[src/rtl/eq_pkg.sv]
// Shared types and constants for the EQ biquad engine.
// Coefficients are signed Q4.28; samples are signed 16-bit.
package eq_pkg;
   localparam int DATA_W  = 16;
   localparam int COEF_W  = 32;
   localparam int FRAC    = 28;
   localparam int ACC_W   = 64;
   localparam int SAT_MAX = 32767;
   localparam int SAT_MIN = -32768;

   typedef enum logic [2:0] {
      COEF_A0 = 3'd0,
      COEF_A1 = 3'd1,
      COEF_A2 = 3'd2,
      COEF_B1 = 3'd3,
      COEF_B2 = 3'd4
   } coef_sel_t;

   typedef enum logic [1:0] {IDLE, MAC, WB, BYP} state_t;
endpackage

[src/rtl/eq_mac_unit.sv]
// Shared multiply-accumulate for all biquad taps, with a saturating
// fixed-point readout of the accumulator.
module eq_mac_unit #(
   parameter int DATA_W = eq_pkg::DATA_W,
   parameter int COEF_W = eq_pkg::COEF_W,
   parameter int FRAC   = eq_pkg::FRAC
) (
   input  logic                     i_clk,
   input  logic                     i_rst,
   input  logic                     clr,
   input  logic                     en,
   input  logic                     sub,
   input  logic signed [DATA_W-1:0] operand,
   input  logic signed [COEF_W-1:0] coef,
   output logic signed [DATA_W-1:0] y
);
   import eq_pkg::*;

   localparam int PW = DATA_W + COEF_W;
   localparam logic signed [ACC_W-1:0] HI = ACC_W'(SAT_MAX);
   localparam logic signed [ACC_W-1:0] LO = ACC_W'(SAT_MIN);

   logic signed [PW-1:0]    prod;
   logic signed [ACC_W-1:0] prod_x, acc, shifted;

   assign prod    = operand * coef;
   assign prod_x  = {{(ACC_W-PW){prod[PW-1]}}, prod};
   assign shifted = acc >>> FRAC;

   always_ff @(posedge i_clk) begin
      if (i_rst || clr) acc <= '0;
      else if (en)      acc <= sub ? acc - prod_x : acc + prod_x;
   end

   // In-range values take the plain bit slice, i.e. truncation toward -inf.
   always_comb begin
      y = acc[FRAC+DATA_W-1:FRAC];
      if (shifted > HI)      y = DATA_W'(SAT_MAX);
      else if (shifted < LO) y = DATA_W'(SAT_MIN);
   end
endmodule

[src/rtl/eq_biquad_sequencer.sv]
// Time-multiplexed cascade of direct-form-I biquads sharing one MAC.
// Each stage takes 5 MAC cycles plus one writeback cycle.
module eq_biquad_sequencer #(
   parameter int NUM_STAGES = 2,
   parameter int DATA_W     = eq_pkg::DATA_W,
   parameter int COEF_W     = eq_pkg::COEF_W,
   parameter int FRAC       = eq_pkg::FRAC
) (
   input  logic                     i_clk,
   input  logic                     i_rst,
   input  logic                     i_enable,
   input  logic                     i_clear,
   input  logic                     i_valid,
   input  logic signed [DATA_W-1:0] i_data,
   output logic                     o_ready,
   output logic [(NUM_STAGES > 1 ? $clog2(NUM_STAGES) : 1)-1:0] o_coef_stage,
   output logic [2:0]               o_coef_sel,
   input  logic signed [COEF_W-1:0] i_coef,
   output logic signed [DATA_W-1:0] o_data,
   output logic                     o_valid,
   output logic                     o_overrun
);
   import eq_pkg::*;

   localparam int STG_W = (NUM_STAGES > 1) ? $clog2(NUM_STAGES) : 1;
   localparam logic [STG_W-1:0] LAST_S = STG_W'(NUM_STAGES - 1);

   state_t                   state_q, state_d;
   coef_sel_t                k_q;
   logic [STG_W-1:0]         s_q;
   logic signed [DATA_W-1:0] x_q, operand, y;
   logic signed [DATA_W-1:0] x_d1 [NUM_STAGES];
   logic signed [DATA_W-1:0] x_d2 [NUM_STAGES];
   logic signed [DATA_W-1:0] y_d1 [NUM_STAGES];
   logic signed [DATA_W-1:0] y_d2 [NUM_STAGES];
   logic                     last_stage, mac_clr, mac_en, mac_sub;

   assign last_stage = (s_q == LAST_S);
   assign o_overrun  = i_valid && !o_ready && !i_rst;

   always_ff @(posedge i_clk) begin
      if (i_rst || i_clear) state_q <= IDLE;
      else                  state_q <= state_d;
   end

   always_comb begin
      state_d = state_q;
      case (state_q)
         IDLE:    if (i_valid) state_d = i_enable ? MAC : BYP;
         MAC:     if (k_q == COEF_B2) state_d = WB;
         WB:      state_d = last_stage ? IDLE : MAC;
         BYP:     state_d = IDLE;
         default: state_d = IDLE;
      endcase
   end

   always_comb begin
      o_ready      = (state_q == IDLE);
      o_coef_stage = '0;
      o_coef_sel   = 3'd0;
      mac_en       = 1'b0;
      mac_sub      = 1'b0;
      mac_clr      = 1'b0;
      case (state_q)
         IDLE: mac_clr = i_valid;
         MAC: begin
            o_coef_stage = s_q;
            o_coef_sel   = k_q;
            mac_en       = 1'b1;
            mac_sub      = (k_q == COEF_B1) || (k_q == COEF_B2);
         end
         WB:      mac_clr = !last_stage;
         default: ;
      endcase
   end

   always_comb begin
      case (k_q)
         COEF_A1: operand = x_d1[s_q];
         COEF_A2: operand = x_d2[s_q];
         COEF_B1: operand = y_d1[s_q];
         COEF_B2: operand = y_d2[s_q];
         default: operand = x_q;
      endcase
   end

   eq_mac_unit #(.DATA_W(DATA_W), .COEF_W(COEF_W), .FRAC(FRAC)) u_mac (
      .i_clk   (i_clk),
      .i_rst   (i_rst || i_clear),
      .clr     (mac_clr),
      .en      (mac_en),
      .sub     (mac_sub),
      .operand (operand),
      .coef    (i_coef),
      .y       (y)
   );

   // Clear flushes history but leaves o_data holding the last result.
   always_ff @(posedge i_clk) begin
      if (i_rst || i_clear) begin
         for (int i = 0; i < NUM_STAGES; i++) begin
            x_d1[i] <= '0;
            x_d2[i] <= '0;
            y_d1[i] <= '0;
            y_d2[i] <= '0;
         end
         k_q     <= COEF_A0;
         s_q     <= '0;
         x_q     <= '0;
         o_valid <= 1'b0;
         if (i_rst) o_data <= '0;
      end else begin
         o_valid <= 1'b0;
         case (state_q)
            IDLE: if (i_valid) begin
               x_q <= i_data;
               k_q <= COEF_A0;
               s_q <= '0;
            end
            MAC: k_q <= (k_q == COEF_B2) ? COEF_A0 : coef_sel_t'(k_q + 3'd1);
            WB: begin
               x_d2[s_q] <= x_d1[s_q];
               x_d1[s_q] <= x_q;
               y_d2[s_q] <= y_d1[s_q];
               y_d1[s_q] <= y;
               if (!last_stage) begin
                  x_q <= y;
                  s_q <= s_q + 1'b1;
               end else begin
                  o_data  <= y;
                  o_valid <= 1'b1;
               end
            end
            BYP: begin
               o_data  <= x_q;
               o_valid <= 1'b1;
            end
            default: ;
         endcase
      end
   end
endmodule
[config.mk]
export PLATFORM = sky130hd
export DESIGN_NAME = eq_biquad_sequencer
export DESIGN_NICKNAME = d
export VERILOG_FILES = /design/src/rtl/eq_pkg.sv /design/src/rtl/eq_mac_unit.sv /design/src/rtl/eq_biquad_sequencer.sv
export SDC_FILE = /design/constraint.sdc
export NUM_CORES = 2
export LEC_CHECK = 0
export BUFFER_PORTS_ARGS = -buffer_cell sky130_fd_sc_hd__buf_2
export CAP_MARGIN = 15
export CORE_AREA = 4 4 197 295
export DETAILED_ROUTE_END_ITERATION = 6
export DIE_AREA = 0 0 201 299
export PLACE_DENSITY = 0.8
export RECOVER_POWER = 50
export SLEW_MARGIN = 20
export SYNTH_ARGS = -nofsm -noshare
export SYNTH_HDL_FRONTEND = slang
export SYNTH_SLANG_ARGS = --single-unit
[constraint.sdc]
create_clock -name i_clk -period 14.78 [get_ports i_clk]
set_input_delay 1.478 -clock i_clk [delete_from_list [all_inputs] [get_ports i_clk]]
set_output_delay 1.478 -clock i_clk [all_outputs]
set_load 0.005 [all_outputs]
==> flow_summary.toml <==
[power_and_ir_drop]
power.total_mw = 4.29
vdd_drop_max_mv = 0.102
power_frac_seq_pct = 17.1
switching_power_mw = 2.13
internal-power_mw = 2.16
p_leak_nw = 15.9
pwr-share-comb_pct = 69.2
clockPowerShare_pct = 13.7
switching_share_pct = 49.6
powerDensity_nw_per_um2 = 124

[die]
dieArea_um2 = 60100
num_rows = 106
ioPinCount = 76
die_h_um = 299
core_um2 = 55600
die_x_um = 201
start_util_pct = 59.6

[finish]
layout.area.seq_um2 = 6090
nets = 4470
area_growth_pct = 4.76
multi_input_area_um2 = 24200
final_area_um2 = 34700
nFillCells = 4643
drive_above_1_share_pct = 5.32
layout.cells.most_common = "inv_1"
antenna_cells = 0
layout_common_cells = "inv_1 (593), fa_1 (487), nand2_1 (482)"

[sta]
slew_headroom_pct = -148
tns_ns = 0
finClkSkew_ns = 0.0120
post-route-period-util_pct = 90.1
rsz0062_at_grt = "false"
min_period_ns = 13.32
worst_pin_slew_ns = 3.72
timing.fmax_mhz = 75.1
slew_viol_final = 221
hold_violations = 0
setup_viol = 0

[clock_network]
clk_latency_ns = 0.52
ctsHoldBuffers = 0
cts_buffers = 21
clk_path_buf_depth = 3
cts_htree_levels = 1
clkSinkCount = 232
cts.reportedPaths.clkPinSlew_ns = 0.07
cts-resized-gates = 0
cts_setup_buffers = 0
cts_tree = "done"
root_buffer = "clkbuf_16"

[min_path]
hp-class = "flip-flop to flip-flop"
min-delay-start = "u_mac.acc[19]"

[outcome]
violations = "max-capacitance violations, max-slew violations"
status = "finished with violations"

[critical_path]
cp_slowest_cell = "nor2_2"
arrival_ns = 13.68
cpMostUsedCell = "fa_1"
critPathKind = "flip-flop to flip-flop"
slowest_delay_ns = 0.91
crit_path_start_kind = "flip-flop"
timing.rr.start = "k_q[0]"
critPathTopFamily = "adder cells"
cp.required_ns = 15.15
worstSetupEndpointType = "flip-flop"
crit_start = "k_q[0]"
crit_buf_inv = 5
path_max_fanout = 24

[routing]
num_vias = 26660
vias_per_cell = 5.97
drtIter0Drc = 1601
wl_per_cell_um = 19.0
first_pass_iters = 6
ant_nets = 0
wl_um = 85000
drc = 0

[grt]
antenna_found_initial = 0
grt_max_degree = 71
grt_pass1_wl_um = 141000
grt_pass1_vias = 28279
overflow = 0
grt.total_usage_pct = 28.5

[synth]
synth_edf_count = 144
yosysTopAreaCellShare_pct = 29.4
synth_cell_types = 87
synthCells = 3812
synth_area_leaders = "fa_1 (29%), edfxtp_1 (13%), ha_1 (6.9%)"
ys_ff_latch = 232
syn_area_um2 = 33100
synth_largest_area_cell = "fa_1"
synth.net_count = 4535
synth_warnings = 0
yosysSeqAreaShare_pct = 18.4
postSynth.asyncResetShare_pct = 0
synth_ff_type = "edfxtp_1"
avgSynthCellArea_um2 = 8.69

[place]
postPlaceCellArea_um2 = 34000
portBuffers = 75
dpl.hpwl_um = 66000
globalplace.congestion = 0.936

[flow_run]
drv_cap = 4
==> cells by family after synthesis <==
| logic type | after synthesis | synth area share [%] |
|---|---|---|
| XOR/XNOR | 140 | 3.70 |
| AO/OA/AOI/OAI | 651 | 12.7 |
| buffers and inverters | 791 | 8.99 |
| adder cells (fa/ha/maj) | 670 | 36.3 |
| flip-flops | 232 | 18.4 |
| multiplexers | 55 | 1.69 |
| AND/OR/NAND/NOR | 1273 | 18.2 |
==> sequential cells by signal, indices dropped and copies added, names as in the netlist, named ones only <==
name / count
k_q: 3
last_stage: 1
o_data: 16
o_valid: 1
state_q: 2
u_mac.acc: 64
x_d1: 32
x_d2: 32
x_q: 16
y_d1: 32
y_d2: 32
==> power groups by stage <==
stage	clock, mW	sequential, mW	combinational (mW)
after floorplan	0	0.741	2.23
final	0.588	0.734	2.97
after global routing	0.620	0.736	3.30
after detailed placement	0	0.746	2.91
after CTS	0.595	0.732	2.94
after global placement	0	0.745	2.89
==> area by class of cell <==
cell class	instances	area share (%)
clock buffers	27	1.70
clock inverters	11	0.404
inverters	593	6.41
multi-input cells	2789	69.6
flip-flops and latches	232	17.5
well taps	702	2.53
repair buffers	110	1.77
==> metal layers <==
metal,vias to the layer above,track usage (%),routed length (µm)
met5,-,0,0
li1,12145,-,-
met4,0,13.3,4520
met1,13257,33.4,31400
met2,925,52.8,44700
met3,333,2.57,4460
==> final timing paths <==
kind,to,slack (ns),depth (start not counted)
setup / recovery,u_mac.acc[61],1.46,41
hold reg to reg,u_mac.acc[19],0.46,2
hold / removal,u_mac.acc[19],0.46,2
setup reg to reg,u_mac.acc[61],1.46,41
==> stage by stage <==
stage	hold slack, ns	std cells	util, %	worst slack (ns)
after floorplan	0.436	3812	-	3.22
after global placement	0.443	4426	61.2	2.10
after detailed placement	0.450	4426	61.2	1.74
after CTS	0.460	4464	62.5	1.65
after global routing	0.475	4464	62.5	0.921
final	0.458	4464	62.5	1.46
==> worst reg2reg max path: cells and delay by family, from the launching register on <==
family	cells	cell delay [ns]
adders and majority gates	9	4.08
and+or+nand+nor	9	3.97
AOI/OAI and AO/OA	15	3.59
buffers and inverters	5	0.59
xor gates and xnor gates	2	0.37
DFF	1	0.34
muxes	1	0.21
==> cell usage after synthesis, drive strengths merged (6+ instances only) <==
library cell,count
a2111oi,7
a211oi,53
a21o,55
a21oi,230
a221oi,13
a22oi,15
a31oi,23
and2,190
and3,27
and4,7
buf,23
clkbuf,175
dfxtp,88
edfxtp,144
fa,487
ha,183
inv,593
mux2,7
mux2i,48
nand2,484
nand2b,44
nand3,43
nand4,26
nor2,289
nor2b,68
nor3,37
nor3b,9
nor4,10
o2111ai,6
o211ai,20
o21a,11
o21ai,119
o21bai,12
o22ai,17
o31a,8
o31ai,9
o41ai,8
or2,12
or3,12
xnor2,81
xor2,59
Note: power is estimated with default switching activity, not from simulation.
